**config.mk**
```make
export PLATFORM = sky130hd
export DESIGN_NAME = pipe_hazard_ctrl_flat
export DESIGN_NICKNAME = d
export VERILOG_FILES = /design/src/rtl/pipe_hazard_ctrl_if.sv /design/src/rtl/pipe_hazard_ctrl.sv /design/src/flat_wrapper.sv
export SDC_FILE = /design/constraint.sdc
export NUM_CORES = 1
export LEC_CHECK = 0
export ABC_AREA = 1
export CAP_MARGIN = 20
export CORE_MARGIN = 10
export CORE_UTILIZATION = 45
export CTS_CLUSTER_DIAMETER = 30
export CTS_CLUSTER_SIZE = 20
export DETAILED_ROUTE_END_ITERATION = 8
export PLACE_DENSITY = 0.87
export SLEW_MARGIN = 20
export SYNTH_ARGS = -nofsm -noshare
export SYNTH_HDL_FRONTEND = slang
export SYNTH_SLANG_ARGS = --single-unit
```
**constraint.sdc**
```tcl
create_clock -name clk -period 3.8 [get_ports clk]
set_input_delay 0.76 -clock clk [delete_from_list [all_inputs] [get_ports clk]]
set_output_delay 0.76 -clock clk [all_outputs]
set_load 0.005 [all_outputs]
```
**src/rtl/pipe_hazard_ctrl_if.sv**
```systemverilog
// Hazard-control bundle between the 5-stage pipeline datapath and pipe_hazard_ctrl.
// The master side is the datapath (drives hazard sources); the slave side is the controller.
interface pipe_hazard_ctrl_if;
  logic [4:0] id_rs;
  logic [4:0] id_rt;
  logic       id_uses_rt;
  logic       id_redirect;
  logic       ex_memread;
  logic [4:0] ex_rs;
  logic [4:0] ex_rt;
  logic       mem_regwrite;
  logic [4:0] mem_rd;
  logic       wb_regwrite;
  logic [4:0] wb_rd;
  logic       dmem_req;
  logic       dmem_ready;

  logic       pc_en;
  logic       ifid_en;
  logic       idex_en;
  logic       exmem_en;
  logic       ifid_flush;
  logic       idex_bubble;
  logic       memwb_bubble;
  logic [1:0] fwd_a;
  logic [1:0] fwd_b;
  logic       mem_err;

  modport master (
    output id_rs, id_rt, id_uses_rt, id_redirect, ex_memread, ex_rs, ex_rt,
           mem_regwrite, mem_rd, wb_regwrite, wb_rd, dmem_req, dmem_ready,
    input  pc_en, ifid_en, idex_en, exmem_en, ifid_flush, idex_bubble,
           memwb_bubble, fwd_a, fwd_b, mem_err
  );

  modport slave (
    input  id_rs, id_rt, id_uses_rt, id_redirect, ex_memread, ex_rs, ex_rt,
           mem_regwrite, mem_rd, wb_regwrite, wb_rd, dmem_req, dmem_ready,
    output pc_en, ifid_en, idex_en, exmem_en, ifid_flush, idex_bubble,
           memwb_bubble, fwd_a, fwd_b, mem_err
  );
endinterface

```
**src/rtl/pipe_hazard_ctrl.sv**
```systemverilog
// Load-use stall, redirect flush, memory-wait freeze with watchdog, and EX forwarding selects.
// Optional HAZARD_PERF_EN adds saturating stall/flush event counters.
module pipe_hazard_ctrl #(
  parameter int unsigned WAIT_W   = 8,
  parameter int unsigned MAX_WAIT = 200
) (
  input  logic               clk,
  input  logic               rst,
  pipe_hazard_ctrl_if.slave  hz_if
`ifdef HAZARD_PERF_EN
  ,
  output logic [15:0]        stall_cnt_o,
  output logic [15:0]        flush_cnt_o
`endif
);

  typedef enum logic [1:0] {
    ST_RUN      = 2'd0,
    ST_MEM_WAIT = 2'd1,
    ST_ERROR    = 2'd2
  } state_e;

  localparam logic [WAIT_W-1:0] MAX_WAIT_C = WAIT_W'(MAX_WAIT);

  state_e            state_q, state_d;
  logic [WAIT_W-1:0] wait_cnt_q, wait_cnt_d;

  logic lu;
  logic mem_stall;

  // Register 0 is hardwired to zero, so it never creates a dependency.
  function automatic logic [1:0] fwd_sel(
    input logic [4:0] src,
    input logic       m_we,
    input logic [4:0] m_rd,
    input logic       w_we,
    input logic [4:0] w_rd
  );
    logic [1:0] sel;
    sel = 2'b00;
    if (m_we && m_rd != 5'd0 && m_rd == src)      sel = 2'b10;
    else if (w_we && w_rd != 5'd0 && w_rd == src) sel = 2'b01;
    return sel;
  endfunction

  assign lu = hz_if.ex_memread && hz_if.ex_rt != 5'd0 &&
              (hz_if.ex_rt == hz_if.id_rs ||
               (hz_if.id_uses_rt && hz_if.ex_rt == hz_if.id_rt));
  assign mem_stall = hz_if.dmem_req && !hz_if.dmem_ready;

  // NOTE: state registers use non-blocking assignments so every flop samples pre-edge values.
  always_ff @(posedge clk or posedge rst) begin
    if (rst) begin
      state_q    <= ST_RUN;
      wait_cnt_q <= '0;
    end else begin
      state_q    <= state_d;
      wait_cnt_q <= wait_cnt_d;
    end
  end

  // NOTE: every output of this block gets a default first, otherwise unassigned paths infer latches.
  always_comb begin
    state_d            = state_q;
    wait_cnt_d         = wait_cnt_q;
    hz_if.pc_en        = 1'b1;
    hz_if.ifid_en      = 1'b1;
    hz_if.idex_en      = 1'b1;
    hz_if.exmem_en     = 1'b1;
    hz_if.ifid_flush   = 1'b0;
    hz_if.idex_bubble  = 1'b0;
    hz_if.memwb_bubble = 1'b0;
    hz_if.mem_err      = 1'b0;
    hz_if.fwd_a        = fwd_sel(hz_if.ex_rs, hz_if.mem_regwrite, hz_if.mem_rd,
                                 hz_if.wb_regwrite, hz_if.wb_rd);
    hz_if.fwd_b        = fwd_sel(hz_if.ex_rt, hz_if.mem_regwrite, hz_if.mem_rd,
                                 hz_if.wb_regwrite, hz_if.wb_rd);

    unique case (state_q)
      ST_RUN: begin
        if (mem_stall) begin
          state_d    = ST_MEM_WAIT;
          wait_cnt_d = WAIT_W'(1);
        end
      end
      ST_MEM_WAIT: begin
        if (mem_stall) begin
          if (wait_cnt_q == MAX_WAIT_C) state_d = ST_ERROR;
          else                          wait_cnt_d = wait_cnt_q + 1'b1;
        end else begin
          // Either the access completed or the request was withdrawn.
          state_d    = ST_RUN;
          wait_cnt_d = '0;
        end
      end
      ST_ERROR: ;
      default: begin
        state_d    = ST_RUN;
        wait_cnt_d = '0;
      end
    endcase

    if (state_q == ST_ERROR || mem_stall) begin
      hz_if.pc_en        = 1'b0;
      hz_if.ifid_en      = 1'b0;
      hz_if.idex_en      = 1'b0;
      hz_if.exmem_en     = 1'b0;
      hz_if.memwb_bubble = 1'b1;
      hz_if.mem_err      = (state_q == ST_ERROR);
    end else if (lu) begin
      // A redirect in the same cycle is dropped; the branch re-resolves after the bubble.
      hz_if.pc_en       = 1'b0;
      hz_if.ifid_en     = 1'b0;
      hz_if.idex_bubble = 1'b1;
    end else if (hz_if.id_redirect) begin
      hz_if.ifid_flush = 1'b1;
    end

    if (rst) begin
      hz_if.pc_en        = 1'b0;
      hz_if.ifid_en      = 1'b0;
      hz_if.idex_en      = 1'b0;
      hz_if.exmem_en     = 1'b0;
      hz_if.ifid_flush   = 1'b0;
      hz_if.idex_bubble  = 1'b0;
      hz_if.memwb_bubble = 1'b0;
      hz_if.mem_err      = 1'b0;
      hz_if.fwd_a        = 2'b00;
      hz_if.fwd_b        = 2'b00;
    end
  end

`ifdef HAZARD_PERF_EN
  logic [15:0] stall_cnt_q;
  logic [15:0] flush_cnt_q;

  always_ff @(posedge clk or posedge rst) begin
    if (rst) begin
      stall_cnt_q <= '0;
      flush_cnt_q <= '0;
    end else begin
      if (!hz_if.pc_en && state_q != ST_ERROR && stall_cnt_q != 16'hFFFF)
        stall_cnt_q <= stall_cnt_q + 16'd1;
      if (hz_if.ifid_flush && flush_cnt_q != 16'hFFFF)
        flush_cnt_q <= flush_cnt_q + 16'd1;
    end
  end

  assign stall_cnt_o = stall_cnt_q;
  assign flush_cnt_o = flush_cnt_q;
`endif

endmodule

```
**src/flat_wrapper.sv**
```systemverilog
// flat-port wrapper written by rule: the top's interface ports become plain ports
module pipe_hazard_ctrl_flat 
#(
  parameter int unsigned WAIT_W   = 8,
  parameter int unsigned MAX_WAIT = 200
)
  (clk, rst, hz_if_id_rs, hz_if_id_rt, hz_if_id_uses_rt, hz_if_id_redirect, hz_if_ex_memread, hz_if_ex_rs, hz_if_ex_rt, hz_if_mem_regwrite, hz_if_mem_rd, hz_if_wb_regwrite, hz_if_wb_rd, hz_if_dmem_req, hz_if_dmem_ready, hz_if_pc_en, hz_if_ifid_en, hz_if_idex_en, hz_if_exmem_en, hz_if_ifid_flush, hz_if_idex_bubble, hz_if_memwb_bubble, hz_if_fwd_a, hz_if_fwd_b, hz_if_mem_err);
  pipe_hazard_ctrl_if hz_if_i ();
  input  logic clk;
  input  logic rst;
  input wire logic [$bits(hz_if_i.id_rs)-1:0] hz_if_id_rs;
  input wire logic [$bits(hz_if_i.id_rt)-1:0] hz_if_id_rt;
  input wire logic [$bits(hz_if_i.id_uses_rt)-1:0] hz_if_id_uses_rt;
  input wire logic [$bits(hz_if_i.id_redirect)-1:0] hz_if_id_redirect;
  input wire logic [$bits(hz_if_i.ex_memread)-1:0] hz_if_ex_memread;
  input wire logic [$bits(hz_if_i.ex_rs)-1:0] hz_if_ex_rs;
  input wire logic [$bits(hz_if_i.ex_rt)-1:0] hz_if_ex_rt;
  input wire logic [$bits(hz_if_i.mem_regwrite)-1:0] hz_if_mem_regwrite;
  input wire logic [$bits(hz_if_i.mem_rd)-1:0] hz_if_mem_rd;
  input wire logic [$bits(hz_if_i.wb_regwrite)-1:0] hz_if_wb_regwrite;
  input wire logic [$bits(hz_if_i.wb_rd)-1:0] hz_if_wb_rd;
  input wire logic [$bits(hz_if_i.dmem_req)-1:0] hz_if_dmem_req;
  input wire logic [$bits(hz_if_i.dmem_ready)-1:0] hz_if_dmem_ready;
  output wire logic [$bits(hz_if_i.pc_en)-1:0] hz_if_pc_en;
  output wire logic [$bits(hz_if_i.ifid_en)-1:0] hz_if_ifid_en;
  output wire logic [$bits(hz_if_i.idex_en)-1:0] hz_if_idex_en;
  output wire logic [$bits(hz_if_i.exmem_en)-1:0] hz_if_exmem_en;
  output wire logic [$bits(hz_if_i.ifid_flush)-1:0] hz_if_ifid_flush;
  output wire logic [$bits(hz_if_i.idex_bubble)-1:0] hz_if_idex_bubble;
  output wire logic [$bits(hz_if_i.memwb_bubble)-1:0] hz_if_memwb_bubble;
  output wire logic [$bits(hz_if_i.fwd_a)-1:0] hz_if_fwd_a;
  output wire logic [$bits(hz_if_i.fwd_b)-1:0] hz_if_fwd_b;
  output wire logic [$bits(hz_if_i.mem_err)-1:0] hz_if_mem_err;
  assign hz_if_i.id_rs = hz_if_id_rs;
  assign hz_if_i.id_rt = hz_if_id_rt;
  assign hz_if_i.id_uses_rt = hz_if_id_uses_rt;
  assign hz_if_i.id_redirect = hz_if_id_redirect;
  assign hz_if_i.ex_memread = hz_if_ex_memread;
  assign hz_if_i.ex_rs = hz_if_ex_rs;
  assign hz_if_i.ex_rt = hz_if_ex_rt;
  assign hz_if_i.mem_regwrite = hz_if_mem_regwrite;
  assign hz_if_i.mem_rd = hz_if_mem_rd;
  assign hz_if_i.wb_regwrite = hz_if_wb_regwrite;
  assign hz_if_i.wb_rd = hz_if_wb_rd;
  assign hz_if_i.dmem_req = hz_if_dmem_req;
  assign hz_if_i.dmem_ready = hz_if_dmem_ready;
  assign hz_if_pc_en = hz_if_i.pc_en;
  assign hz_if_ifid_en = hz_if_i.ifid_en;
  assign hz_if_idex_en = hz_if_i.idex_en;
  assign hz_if_exmem_en = hz_if_i.exmem_en;
  assign hz_if_ifid_flush = hz_if_i.ifid_flush;
  assign hz_if_idex_bubble = hz_if_i.idex_bubble;
  assign hz_if_memwb_bubble = hz_if_i.memwb_bubble;
  assign hz_if_fwd_a = hz_if_i.fwd_a;
  assign hz_if_fwd_b = hz_if_i.fwd_b;
  assign hz_if_mem_err = hz_if_i.mem_err;
  pipe_hazard_ctrl #(.WAIT_W(WAIT_W), .MAX_WAIT(MAX_WAIT)) u_core (.clk(clk), .rst(rst), .hz_if(hz_if_i));
endmodule
```
## After elaboration in Yosys (flattened, before gate mapping)

Cells that the tools add are included.

- Bits in registers: 10
- Latch bits: 0
- Bits in writable memories: 0
- Memory bits (read-only): 0
- Input port bits: 39
- Output and inout bits: 12
- Word-level logic and storage cells: 65
- Memories: 0

- Add/subtract/negate cells: 1
- Multipliers: 0
- Divide/modulo/power cells: 0
- Order comparisons: 0
- Equality and inequality tests: 12
- Shifts and indexed selects: 0
- Mux-type cells: 30
- Bitwise gates (word level): 1
- Reductions and logical operators: 19

Operators by type and width:

| cell | number |
|---|---|
| 5-bit equality test | 6 |
| 8-bit two-way mux | 3 |
| 8-bit case mux with 3 select lines | 1 |
| 1-bit two-way mux | 18 |
| 5-bit nonzero test | 3 |
| 2-bit two-way mux | 7 |
| 1-bit logical AND | 10 |
| 8-bit by 1-bit adder with 8-bit output, second input constant | 1 |
| 8-bit equality test, second input constant | 1 |
| 3-bit != test, second input constant | 2 |
| 2-bit case mux with 3 select lines | 1 |
| 3-bit AND reduction | 2 |
| 2-bit by 1-bit equality test with 1-bit output, second input constant | 1 |
| 2-bit equality test, second input constant | 1 |
| 2-bit logical NOT | 1 |
| 1-bit logical OR | 2 |
| 2-bit by 1-bit != test with 1-bit output, second input constant | 1 |
| 1-bit logical NOT | 1 |
| 1-bit NOT | 1 |

## Logic depth before layout (Yosys ltp)

- Word-level depth: 7
- Gate-level depth with buffers: 11
- Mapped depth without buffers: 9

## Least setup slack after synthesis

No wires, ideal clock.

- Path type: input to output
- Start point: in hz_if_ex_rt[2]
- End point: out hz_if_pc_en
- Data arrival time: 1.547 ns
- Data required time: 3.040 ns
- Path slack: 1.493 ns
- Stages on the path: 9
- Buffers on the path: 2
- Path through: buf_2 -> nor2_1 -> nand3_1 -> o21ai_0 -> inv_1 -> nand2_1 -> nand2_1 -> inv_1 -> buf_4

- Word-level cells in the longest chain between the ends: 7
- Elaborated cells on any way between the ends: 10
- Classes of those cells: 2 x eq/ne; 3 x mux; 5 x reduce/logical

RTL lines:

| item | RTL line | RTL |
|---|---|---|
| start: declaration | flat_wrapper.sv:17 | `input wire logic [$bits(hz_if_i.ex_rt)-1:0] hz_if_ex_rt;` |
| 5-bit equality test | pipe_hazard_ctrl.sv:48 | `(hz_if.id_uses_rt && hz_if.ex_rt == hz_if.id_rt));` |
| 1-bit logical AND | pipe_hazard_ctrl.sv:48 |  |
| 1-bit logical OR | pipe_hazard_ctrl.sv:47 | `(hz_if.ex_rt == hz_if.id_rs \|\|` |
| 1-bit logical AND * | pipe_hazard_ctrl.sv:46 | `assign lu = hz_if.ex_memread && hz_if.ex_rt != 5'd0 &&` |
| 1-bit two-way mux * (3 in a row) | -- |  |
| end: declaration | flat_wrapper.sv:24 | `output wire logic [$bits(hz_if_i.pc_en)-1:0] hz_if_pc_en;` |

Mark *: on every way between the ends. The rest lies on a longest branch, timed or not.

## Worst setup path in the final report

- Start point: in hz_if_ex_rt[2]
- End point: out hz_if_ifid_flush

- Word-level cells in the longest chain between the ends: 7
- Elaborated cells on any way between the ends: 10
- Classes of those cells: 2 x eq/ne; 3 x mux; 5 x reduce/logical

RTL lines:

| item | RTL line | RTL |
|---|---|---|
| 5-bit equality test | pipe_hazard_ctrl.sv:48 |  |
| 1-bit logical AND | pipe_hazard_ctrl.sv:48 |  |
| 1-bit logical OR | pipe_hazard_ctrl.sv:47 |  |
| 1-bit logical AND * | pipe_hazard_ctrl.sv:46 |  |
| 1-bit two-way mux * | pipe_hazard_ctrl.sv:110 | `end else if (lu) begin` |
| 1-bit two-way mux * | pipe_hazard_ctrl.sv:103 | `if (state_q == ST_ERROR \|\| mem_stall) begin` |
| 1-bit two-way mux * | pipe_hazard_ctrl.sv:119 | `if (rst) begin` |
| end: declaration | flat_wrapper.sv:28 | `output wire logic [$bits(hz_if_i.ifid_flush)-1:0] hz_if_ifid_flush;` |

Marks and branches as above.

==> results.yml <==
place:
  place_inst: 289
  port-buffer-count: 50
  place_area_sq_um: 1790
  gp_congestion: 0.937
  dpl.hpwl_mm: 3.18
clock_tree:
  cts_tree: "done"
  postCtsSetupBuffers: 0
  ctsResizeCount: 0
  cts-root-buf: "clkbuf_4"
  clk_latency_ns: 0.26
  clkTransAtPathRegs_ns: 0.06
  clock-sinks: 10
  h-tree-depth: 1
  holdBufCountCts: 0
  cts_buffers: 3
  clk_path_buf_depth: 2
timing:
  min_period_ns: 3.31
  setup-violations-final: 0
  hold_viol: 0
  rsz0062_at_grt: "no"
  max_freq_mhz: 302
  worst_slew_pin_slew_ns: 0.321
  fin_tns_setup_ns: 0
  slew_headroom_pct: 78.5
  clock_skew_ns: 0.00392
  period_share_pct: 87.0
  slew_violations: 0
pwr:
  combinationalPowerShare_pct: 37.6
  p_leak_nw: 0.872
  swShare_pct: 28.5
  p_clk_share_pct: 24.8
  power.internal_uw: 202
  p_per_area_nw_per_um2: 156
  ir_worst_vdd_mv: 0.163
  power.share.sequential_pct: 37.6
  power_uw: 283
  p_sw_uw: 80.6
synth:
  netlist_top_cells_area: "dfrtp_1 20%, nand2_1 16%, inv_1 11%"
  synth_top_area_share_pct: 19.6
  synth_compound_area_share_pct: 6.65
  synth_simple_gate_area_share_pct: 43.4
  syn-num-nets: 252
  syn_area_sq_um: 1280
  synth-xor-area-share_pct: 13.0
  synth_mux_area_share_pct: 0
  synth_largest_area_cell: "dfrtp_1"
  async_flop_share_pct: 100
  synth_flop_cell: "dfrtp_1"
  synthAdderAreaFrac_pct: 1.96
  synth_common_cells: "53 x nand2_1, 38 x inv_1, 30 x nor2_1"
  syn-instance-count: 211
  post-synth-top-count-cell: "nand2_1"
  synth_top_family_by_area: "simple AND/OR/NAND/NOR gates"
  yosys_register_bits: 10
  synth.avg_cell_area_sq_um: 6.06
  synth_seq_area_share_pct: 19.6
  synthDistinctLibCells: 26
  synth_warnings: 0
  synth_edf_count: 0
detailed_routing:
  drc: 0
  wl_mm: 3.59
  wire_per_inst_um: 12.3
  ant_nets: 0
  via_per_inst: 4.81
  drt-initial-drc-count: 76
  vias: 1404
  first_pass_iters: 4
die:
  die_x_um: 73.3
  fp-row-count: 19
  die_area_sq_um: 5370
  die_y_um: 73.3
  start_util_pct: 46.8
  io_pins: 51
  core_sq_um: 2730
global_route:
  track_usage_pct: 13.4
  overflow: 0
  grt_pass1_vias: 1369
  grt_start_max_net_pins: 13
  antenna_found_initial: 0
  grt_pass1_wl_mm: 6.00
hold_path:
  min_path_type: "flop to flop"
final_layout:
  multi_input_area_sq_um: 832
  seqCellArea_sq_um: 250
  fill_cells: 240
  antenna_cells: 0
  drive_above_1_share_pct: 9.20
  final_nets: 304
  design_area_sq_um: 1810
  finalNonFillerCells: 292
  syn_to_final_growth_pct: 41.4
critical_path:
  startpoint_type: "input port"
  reg2regPathDepth: 9
  r2r-start: "u_core.wait_cnt_q[0]"
  r2r_slack_ns: 2.25
  crit_required_ns: 3.04
  critPathMaxFanout: 6
  worst-setup-path-type: "input port to primary output"
  critPathLaunch: "hz_if_ex_rt[2]"
  rr_endpoint: "u_core.wait_cnt_q[3]"
  arrival_ns: 2.55
  setup.worst_path.end_class: "primary output"
  endpoint: "hz_if_ifid_flush"
job:
  maxCapViolCount: 0
outcome:
  status: "completed"
-- final cells by class --
cell class,instances,area share (%)
Sequential cell,10,13.8
Tap cell,31,2.15
Multi-Input combinational cell,156,46.0
Inverter,41,8.65
Timing Repair Buffer,51,28.1
Clock buffer,3,1.25
-- sequential cells by signal, indices dropped and copies added (netlist names) --
register / count
u_core.state_q: 2
u_core.wait_cnt_q: 8
-- per-layer routing --
| layer | part of all wire, % | vias to the layer above | track usage [%] | wire length, um |
|---|---|---|---|---|
| met3 | 8.2 | 4 | 3.90 | 294 |
| li1 | - | 745 | - | - |
| met4 | 1.1 | 0 | 3.73 | 38 |
| met2 | 53 | 45 | 25.5 | 1890 |
| met1 | 38 | 610 | 13.7 | 1360 |
| met5 | 0 | - | 0 | 0 |
-- cell usage in the layout, fill, tap and decap left out --
| cell type | Yosys | layout |
|---|---|---|
| buf_4 | 2 | 1 |
| nand3_2 | 1 | 1 |
| inv_2 | 2 | 2 |
| nor2_1 | 30 | 30 |
| inv_1 | 38 | 38 |
| nor2_4 | 2 | 2 |
| nand4_1 | 7 | 7 |
| clkbuf_4 | 0 | 3 |
| or2_2 | 3 | 3 |
| o21ai_0 | 4 | 4 |
| xnor2_1 | 10 | 10 |
| dfrtp_1 | 10 | 10 |
| nand3b_4 | 1 | 1 |
| clkdlybuf4s50_1 | 0 | 50 |
| o21ai_2 | 4 | 4 |
| nand2_1 | 53 | 53 |
| inv_4 | 1 | 1 |
| xor2_1 | 9 | 9 |
| nand2_2 | 4 | 4 |
| nor2b_1 | 1 | 1 |
| nor3_1 | 2 | 2 |
| nand3_1 | 15 | 15 |
| nor2_2 | 2 | 2 |
| ha_1 | 2 | 2 |
| a21oi_1 | 3 | 3 |
| o21ai_1 | 3 | 3 |
-- per-stage QoR --
step	utilization (%)	worst slack, ns	hold WS [ns]
floorplan	-	1.49	0.504
global placement	65.3	0.510	0.525
detailed placement	65.3	0.484	0.532
CTS	66.1	0.491	0.548
global route	66.1	0.373	0.578
finish	66.1	0.494	0.545
-- critical path, stage by stage --
cell and delay (ns):
clkdlybuf4s50_1 0.57, nor2_1 0.17, nand3_1 0.07, o21ai_0 0.15, inv_1 0.06, nand2_1 0.09, nand2_1 0.07, nor2_1 0.09
clkdlybuf4s50_1 0.52
-- worst min path at each step --
stage / slack (ns) / end / cells after the start / start
floorplan: 0.50 / u_core.wait_cnt_q[1] / 2 / u_core.wait_cnt_q[1]
global placement: 0.53 / u_core.wait_cnt_q[1] / 2 / u_core.wait_cnt_q[1]
detailed placement: 0.53 / u_core.wait_cnt_q[1] / 2 / u_core.wait_cnt_q[1]
CTS: 0.55 / u_core.wait_cnt_q[1] / 2 / u_core.wait_cnt_q[1]
global route: 0.58 / u_core.wait_cnt_q[1] / 2 / u_core.wait_cnt_q[1]
finish: 0.54 / u_core.state_q[0] / 3 / u_core.state_q[1]
-- cells by family after synthesis --
| family | after synthesis |
|---|---|
| and+or+nand+nor | 121 |
| buffers and inverters | 45 |
| xor gates and xnor gates | 19 |
| AOI/OAI and AO/OA | 14 |
| DFF | 10 |
| adders and majority gates | 2 |
-- power groups by stage --
stage          Sequential (mW)  Combinational [mW]  Clock (mW)
3_5_place_dp             0.108               0.106           0
2_1_floorplan            0.108              0.0444           0
5_1_grt                  0.106               0.117      0.0767
6_report                 0.106               0.106      0.0701
3_3_place_gp             0.108               0.104           0
4_1_cts                  0.106               0.107      0.0722
Power figures use the tool's default switching activity.
